===== config.mk =====
export PLATFORM = sky130hd
export DESIGN_NAME = adpll_ctrl_gen2
export DESIGN_NICKNAME = d
export VERILOG_FILES = /design/src/rtl/adpll_ctrl_gen2.sv
export SDC_FILE = /design/constraint.sdc
export NUM_CORES = 1
export LEC_CHECK = 0
export ABC_AREA = 0
export ABC_CLOCK_PERIOD_IN_PS = 3800
export BUFFER_PORTS_ARGS = -buffer_cell sky130_fd_sc_hd__buf_2
export CELL_PAD_IN_SITES_DETAIL_PLACEMENT = 2
export CELL_PAD_IN_SITES_GLOBAL_PLACEMENT = 2
export CORE_ASPECT_RATIO = 0.8
export CORE_MARGIN = 4
export CORE_UTILIZATION = 38
export DETAILED_ROUTE_END_ITERATION = 6
export PLACE_DENSITY = 0.76
export SETUP_SLACK_MARGIN = 0.02
export SYNTH_ARGS = -nofsm -noshare
export SYNTH_HDL_FRONTEND = slang
export SYNTH_SLANG_ARGS = --single-unit
export TNS_END_PERCENT = 5

===== constraint.sdc =====
create_clock -name phase_clk -period 3.8 [get_ports phase_clk]
set_input_delay 0.76 -clock phase_clk [delete_from_list [all_inputs] [get_ports phase_clk]]
set_output_delay 0.76 -clock phase_clk [all_outputs]
set_load 0.01 [all_outputs]

===== src/rtl/adpll_ctrl_gen2.sv =====
// ADPLL loop controller: binary-search acquisition, unit-step tracking, phase-lock qualify; `ADPLL_RELOCK_EN adds loss-of-lock relock.
// Latency: a request sampled on a phase_clk edge is visible on every (registered) output right after that edge.
// Backpressure: none; a request is sampled every cycle, and a both-high or both-low input holds all state.
module adpll_ctrl_gen2 #(
    parameter int CODE_W      = 7,
    parameter int STEP_INIT   = 2 ** (CODE_W - 2),
    parameter int STEP_RELOCK = 4,
    parameter int LOCK_CNT    = 8,
    parameter int RUN_MAX     = 6
) (
    input  logic              phase_clk,
    input  logic              reset,
    input  logic              p_up,
    input  logic              p_down,
    output logic [CODE_W-1:0] dco_code,
    output logic              freq_lock,
    output logic              phase_lock,
    output logic              polarity,
    output logic              lol,
    output logic [1:0]        state
);

    localparam logic [1:0] ST_ACQ    = 2'd0;
    localparam logic [1:0] ST_TRACK  = 2'd1;
    localparam logic [1:0] ST_LOCKED = 2'd2;

    localparam logic [CODE_W-1:0] CODE_MID    = {1'b1, {(CODE_W-1){1'b0}}};
    localparam logic [CODE_W-1:0] STEP_INIT_C = STEP_INIT[CODE_W-1:0];
    localparam logic [CODE_W-1:0] STEP_RELK_C = STEP_RELOCK[CODE_W-1:0];
    localparam logic [CODE_W-1:0] STEP_ONE    = {{(CODE_W-1){1'b0}}, 1'b1};
    localparam logic [7:0]        LOCK_LAST   = 8'(LOCK_CNT - 1);

    logic [CODE_W-1:0] step_q;
    logic              dir_q;
    logic              dir_none_q;
    logic [7:0]        rev_cnt_q;

    logic              req_vld;
    logic              is_rev;
    logic              is_same;
    logic              lol_hit;
    logic [CODE_W-1:0] step_half;
    logic [CODE_W-1:0] step_apply;
    logic [CODE_W:0]   code_sum;
    logic [CODE_W-1:0] code_inc;
    logic [CODE_W-1:0] code_dec;

    logic [CODE_W-1:0] code_nxt;
    logic [CODE_W-1:0] step_nxt;
    logic [1:0]        state_nxt;
    logic              freq_lock_nxt;
    logic              phase_lock_nxt;
    logic              polarity_nxt;
    logic              dir_nxt;
    logic              dir_none_nxt;
    logic [7:0]        rev_cnt_nxt;

    // dir_q is 1 for the last valid request being p_up (decrement).
    assign req_vld = p_up ^ p_down;
    assign is_rev  = req_vld && !dir_none_q && (p_up != dir_q);
    assign is_same = req_vld && !dir_none_q && (p_up == dir_q);

    // In ACQ a reversal halves the step and the halved value is applied on the same edge.
    assign step_half  = (step_q > STEP_ONE) ? {1'b0, step_q[CODE_W-1:1]} : STEP_ONE;
    assign step_apply = ((state == ST_ACQ) && is_rev) ? step_half : step_q;

    assign code_sum = {1'b0, dco_code} + {1'b0, step_apply};
    assign code_inc = code_sum[CODE_W] ? '1 : code_sum[CODE_W-1:0];
    assign code_dec = (dco_code < step_apply) ? '0 : (dco_code - step_apply);

    always_comb begin
        code_nxt       = dco_code;
        step_nxt       = step_q;
        state_nxt      = state;
        freq_lock_nxt  = freq_lock;
        phase_lock_nxt = phase_lock;
        polarity_nxt   = 1'b0;
        dir_nxt        = dir_q;
        dir_none_nxt   = dir_none_q;
        rev_cnt_nxt    = rev_cnt_q;
        if (lol_hit) begin
            // Relock leaves the code where tracking ran away to and restarts the search from there.
            state_nxt      = ST_ACQ;
            step_nxt       = STEP_RELK_C;
            freq_lock_nxt  = 1'b0;
            phase_lock_nxt = 1'b0;
            dir_none_nxt   = 1'b1;
            rev_cnt_nxt    = 8'd0;
        end else if (req_vld) begin
            code_nxt     = p_up ? code_dec : code_inc;
            dir_nxt      = p_up;
            dir_none_nxt = 1'b0;
            polarity_nxt = is_rev;
            case (state)
                ST_ACQ: begin
                    if (is_rev) begin
                        step_nxt = step_half;
                        if (step_half == STEP_ONE) begin
                            state_nxt     = ST_TRACK;
                            freq_lock_nxt = 1'b1;
                            rev_cnt_nxt   = 8'd0;
                        end
                    end
                end
                ST_TRACK: begin
                    if (is_rev) begin
                        if (rev_cnt_q == LOCK_LAST) begin
                            state_nxt      = ST_LOCKED;
                            phase_lock_nxt = 1'b1;
                            rev_cnt_nxt    = 8'd0;
                        end else begin
                            rev_cnt_nxt = rev_cnt_q + 8'd1;
                        end
                    end else begin
                        rev_cnt_nxt = 8'd0;
                    end
                end
                default: begin
                end
            endcase
        end
    end

    always_ff @(posedge phase_clk or posedge reset) begin
        if (reset) begin
            dco_code   <= CODE_MID;
            step_q     <= STEP_INIT_C;
            state      <= ST_ACQ;
            freq_lock  <= 1'b0;
            phase_lock <= 1'b0;
            polarity   <= 1'b0;
            dir_q      <= 1'b0;
            dir_none_q <= 1'b1;
            rev_cnt_q  <= 8'd0;
        end else begin
            dco_code   <= code_nxt;
            step_q     <= step_nxt;
            state      <= state_nxt;
            freq_lock  <= freq_lock_nxt;
            phase_lock <= phase_lock_nxt;
            polarity   <= polarity_nxt;
            dir_q      <= dir_nxt;
            dir_none_q <= dir_none_nxt;
            rev_cnt_q  <= rev_cnt_nxt;
        end
    end

`ifdef ADPLL_RELOCK_EN
    localparam logic [7:0] RUN_LAST = 8'(RUN_MAX - 1);
    localparam logic [7:0] RUN_SAT  = 8'(RUN_MAX);

    logic [7:0] run_cnt_q;

    // The request that would bring run_cnt to RUN_MAX is consumed by the relock.
    assign lol_hit = is_same && (state != ST_ACQ) && (run_cnt_q == RUN_LAST);

    always_ff @(posedge phase_clk or posedge reset) begin
        if (reset) begin
            run_cnt_q <= 8'd0;
            lol       <= 1'b0;
        end else begin
            lol <= lol_hit;
            if (lol_hit) begin
                run_cnt_q <= 8'd0;
            end else if (req_vld && (state != ST_ACQ)) begin
                if (is_rev) begin
                    run_cnt_q <= 8'd0;
                end else if (run_cnt_q != RUN_SAT) begin
                    run_cnt_q <= run_cnt_q + 8'd1;
                end
            end
        end
    end
`else
    assign lol_hit = 1'b0;
    assign lol     = 1'b0;
`endif

endmodule


Word level (Yosys, flattened, before mapping)
Cells that the tools add are included.
- add/subtract/negate cells: 3
- reduce and logical (&&, ||, !) cells: 11
- order comparisons: 2
- bitwise gates (word level): 1
- equal/unequal tests: 8
- mux-type cells: 16
- operators with widths (kind ; number):
    $mux 8 ; 4
    $mux 7 ; 4
    $pmux 8 s2 ; 1
    $reduce_and 4->1 ; 3
    $add 7x7->8 ; 1
    $add 8x1->8 const B ; 1
    $eq 8x3->1 const B ; 1
    $mux 2 ; 4
    $gt 7x1->1 const B ; 1
    $lt 7x7->1 ; 1
    $sub 7x7->7 ; 1
    $eq 6x1->1 const B ; 1
    $mux 6 ; 1
    $ne 2x2->1 const B ; 3
    $reduce_and 6->1 ; 1
    $pmux 2 s2 ; 1
    $logic_and 1x1->1 ; 3
    $reduce_and 3->1 ; 1
    $eq 2x1->1 const B ; 1
    $logic_not 2->1 ; 1
    $ne 2x1->1 const B ; 1
    $reduce_bool 2->1 ; 1
    $logic_not 1->1 ; 1
    $mux 1 ; 1
    other kinds (2) ; 2
- logic and storage cells: 50
- input bits: 4
- output and inout bits: 13
- bits in registers: 29

Depth between registers and ports, before layout
- depth after elaboration: 8
- gate-level depth with buffers: 14
- mapped depth without buffers: 12

Worst setup path before layout
OpenSTA, ideal clock, no wires.
- path type: input-to-reg
- start point: input p_up
- end point: register dco_code[1]
- data required time: 3.714 ns
- cell stages on the path: 13
- buffers on the path: 3
- setup slack: -0.094 ns
- arrival: 3.808 ns
- setup time: 0.086 ns
- path through: buf_4 or3b_4 a21oi_1 nor3b_2 buf_4 mux2_2 ha_1 clkbuf_1 a21oi_1 and2_1 a211oi_1 o21ai_0 a32oi_1
- cells in the longest elaborated chain, start to end: 8
- elaborated cells on any way between the ends: 12
- classes of those cells: add/sub (2); order compare (1); eq/ne (1); mux (4); bitwise (1); reduce/logical (3)
- RTL lines (element ; line ; RTL):
    start: declaration ; 13 ; input logic p_up,
    $xor 1x1->1 ; 59 ; assign req_vld = p_up ^ p_down;
    $logic_and 1x1->1 ; - ;
    $logic_and 1x1->1 ; 60 ; assign is_rev = req_vld && !dir_none_q && (p_up != dir_q);
    $logic_and 1x1->1 ; 65 ; assign step_apply = ((state == ST_ACQ) && is_rev) ? step_half : step_q;
    $mux 7 ; 65 ;
    $add 7x7->8 (tied with other cells) ; 67 ; assign code_sum = {1'b0, dco_code} + {1'b0, step_apply};
    $mux 7 (on tied branches) ; 68, 69 ;
    $mux 7 ; 90 ; code_nxt = p_up ? code_dec : code_inc;
    end signal: assignment ; 136 ; dco_code <= code_nxt;
    end: declaration ; 15 ; output logic [CODE_W-1:0] dco_code,
Several ways; a longest one is shown, not always the timed one.
A chain may end at the register's enable or synchronous reset.

Worst setup path after layout
Same ends and word-level chain as after synthesis.

==> flow_summary.ini <==
[critical_path]
r2r_end = dco_code[1]
critPathRequiredTime_ps = 3990
rrSetupSlack_ps = 190
critPathLaunchType = input pin
worstPathArrival_ps = 3910
critical_path_class = in2reg
r2r-start = dir_q
cp-end-kind = register
cp_max_fo = 8
cp-endpoint = dco_code[1]
startpoint = p_up
reg2reg_depth = 11

[layout]
area_growth_pct = 17.7
diodes = 0
nFillCells = 555
final_layout_size_suffix_gt1_frac = 0.242
nets = 256
stdcell_area_um2 = 2320

[clocking]
htree_levels = 1
path_clk_slew_ps = 110
cts_tree = done
clock_sinks = 28
numCtsBuffers = 3
clk_latency_ps = 290
cts_hold_buf = 0
cts-root-buf = clkbuf_8
cts_buffer_depth = 2

[pwr]
swShare = 0.396
power_mw = 1.15
sequentialPowerShare = 0.343
vdd_ir_drop_max_mv = 0.178
intPower_mw = 0.694
p_sw_mw = 0.455
power_frac_comb = 0.446
clkPwrFrac = 0.211
p_leak_nw = 1.14
pwr_density_cell_nw_per_um2 = 496

[routing]
routed_wl_um = 6290
drtPass1Iterations = 4
drc = 0
drt_iter0_markers = 63
drt-wirelength-per-cell_um = 21.1
dr_total_vias = 1717
antenna_left = 0
via_per_inst = 5.76

[logic_synthesis]
synth_fa_ha_area_frac = 0.108
synth_cells = 208
synth-edff-count = 0
synth-main-ff-cell = dfrtp_1
yosys.area_share.simple = 0.177
seq_area_frac_synth = 0.358
synthXorXnorAreaFrac = 0.0311
yosysUniqueCellTypes = 51
mappedNetlistNets = 227
synthMuxAreaShare = 0.0457
synth_seq_cells = 28
synth-compound-area-share = 0.220
async_flop_share = 1.00
yosysWarnings = 0
synth_top_family_by_area = compound AO/OA/AOI/OAI gates
avgSynthCellArea_um2 = 9.47
netlist_area_um2 = 1970

[sta]
worst_slack_ps = 75.3
clock.fmax_mhz = 268
tightestPinTransition_ps = 1090
slew_viol_final = 0
max-slew-margin-rel = 0.275
setup_violations = 0
fin_crit_ps = 3720
min_period_over_period = 0.980
hold_violations = 0
tns_ps = 0
fin_skew_ps = 10.3

[floorplanning]
die_height_um = 72.4
rows = 23
initial_core_util = 0.393
core_area_um2 = 5010
die_w_um = 88.5
die-area_um2 = 6410
io_pins = 17

[place]
portBuffers = 15
dpl_cell_area_um2 = 2190
dp_hpwl_um = 4840
gp_congestion = 0.883
dp_slack_ps = -326

[global_routing]
gr-total-overflow = 0
grt.total_usage = 0.211
antenna_found_initial = 0
grt_pass1_wl_um = 10300
grt_pass1_vias = 1907
grt_start_max_net_pins = 29

[flow_run]
drv_cap = 0

[outcome]
outcome = finished, final reports clean

[hold_path]
hold_path.class = reg2reg
-- worst min-delay path by stage --
stage	slack [ps]	cells past startpoint	end	start
global placement	430	1	freq_lock	freq_lock
CTS	490	1	phase_lock	phase_lock
global route	510	1	phase_lock	phase_lock
detailed placement	450	1	phase_lock	phase_lock
floorplan	480	1	rev_cnt_q[2]	rev_cnt_q[2]
finish	480	1	phase_lock	phase_lock
-- cell usage in the layout, fill, tap and decap left out, types with 2 or more instances in the layout --
cell	synthesis	layout
a31oi_1	3	3
xor2_1	2	2
inv_1	18	18
o21ai_0	13	13
clkbuf_8	0	3
nand2b_1	3	3
xnor2_1	5	5
dfstp_2	3	3
nand2_1	11	11
o221ai_1	3	3
nand4_1	2	2
buf_2	1	15
o21bai_1	4	4
a32oi_1	2	2
a21o_1	7	7
o211ai_1	2	2
buf_4	3	17
and3_1	4	4
dfrtp_1	25	25
nor2b_1	4	4
ha_1	13	13
fa_1	2	2
a31o_2	2	2
nor4_1	2	2
nor3_1	5	5
a21oi_1	10	9
nor2_1	8	8
mux2_2	8	8
a211o_1	2	2
nor3b_1	5	5
or4_1	2	2
nand3_1	4	4
and2_1	3	3
nand3b_1	4	4
-- per-stage QoR --
step	hold WS, ps	instances	util
2_1_floorplan	479	208	-
3_3_place_gp	434	289	0.437
3_5_place_dp	453	289	0.437
4_1_cts	485	295	0.457
5_1_grt	509	298	0.463
6_report	480	298	0.463
-- worst max-delay path: stages --
cell and delay [ps]:
buf_2 100, or3b_4 380, a21oi_1 220, nor3b_4 260
buf_12 150, mux2_2 390, ha_1 320, a21o_1 190
nand4_1 250, a211oi_4 400, o21ai_0 220, a32oi_1 260
-- state kept, by name, summed over array words and instances (netlist names) --
name        flops
dir_none_q      1
phase_lock      1
freq_lock       1
dco_code        7
step_q          6
rev_cnt_q       8
dir_q           1
polarity        1
state           2
-- cells by family after synthesis --
kind of cell,Yosys count
and+or+nand+nor,61
AOI/OAI and AO/OA,60
DFF,28
buffers and inverters,27
adders and majority gates,16
muxes,8
xor gates and xnor gates,7
other,1
-- routing by layer --
metal / up-vias / track usage / routed length [um]
met3: 4 / 0.0284 / 154
met4: 0 / 0.0268 / 23
met1: 883 / 0.308 / 3190
li1: 804 / - / -
met2: 26 / 0.342 / 2920
met5: - / 0 / 0
-- power by group through the flow --
| stage | sequential [mW] | combinational, mW | clock, mW |
|---|---|---|---|
| after floorplan | 0.398 | 0.306 | 0 |
| after global placement | 0.393 | 0.474 | 0 |
| after detailed placement | 0.398 | 0.499 | 0 |
| after CTS | 0.393 | 0.504 | 0.255 |
| after global routing | 0.401 | 0.558 | 0.267 |
| final | 0.394 | 0.512 | 0.243 |
-- cell type report --
| cell class | count | area (um2) | area share |
|---|---|---|---|
| multi-input cells | 153 | 1170 | 0.506 |
| flip-flops and latches | 28 | 704 | 0.304 |
| repair buffers | 33 | 223 | 0.0961 |
| well taps | 62 | 77.6 | 0.0335 |
| inverters | 18 | 67.6 | 0.0292 |
| clock buffers | 3 | 41.3 | 0.0178 |
| clock inverters | 1 | 30.0 | 0.0130 |
-- repair_timing --
| action | 4_1_cts | 5_1_grt |
|---|---|---|
| setup endpoints to repair | 1 | 3 |
| buffers inserted | 2 | 3 |
| gates resized for setup | 0 | 1 |
| pin swaps | 0 | 1 |
-- synthesized netlist by cell type, types with 2 or more instances --
| library cell | instances | area share |
|---|---|---|
| clkbuf_1 | 5 | 0.0095 |
| a31o_2 | 2 | 0.0089 |
| dfrtp_1 | 25 | 0.32 |
| buf_4 | 3 | 0.011 |
| a211o_1 | 2 | 0.0089 |
| nand2b_1 | 3 | 0.0095 |
| fa_1 | 2 | 0.020 |
| o21bai_1 | 4 | 0.015 |
| a21o_1 | 7 | 0.027 |
| and2_1 | 3 | 0.0095 |
| or4_1 | 2 | 0.0076 |
| dfstp_2 | 3 | 0.040 |
| nor2_1 | 8 | 0.015 |
| a21oi_1 | 10 | 0.025 |
| nand2_1 | 11 | 0.021 |
| o221ai_1 | 3 | 0.013 |
| nand4_1 | 2 | 0.0064 |
| a211oi_1 | 2 | 0.0076 |
| ha_1 | 13 | 0.083 |
| a32oi_1 | 2 | 0.0089 |
| nor2b_1 | 4 | 0.013 |
| o211ai_1 | 2 | 0.0076 |
| and3_1 | 4 | 0.013 |
| o21ai_0 | 13 | 0.033 |
| nand3b_1 | 4 | 0.015 |
| xnor2_1 | 5 | 0.022 |
| mux2_2 | 8 | 0.046 |
| nor3b_1 | 5 | 0.019 |
| a31oi_1 | 3 | 0.0095 |
| nor4_1 | 2 | 0.0064 |
| xor2_1 | 2 | 0.0089 |
| nor3_1 | 5 | 0.013 |
| inv_1 | 18 | 0.034 |
| nand3_1 | 4 | 0.010 |
No activity file was read; power rests on OpenSTA's default activity.
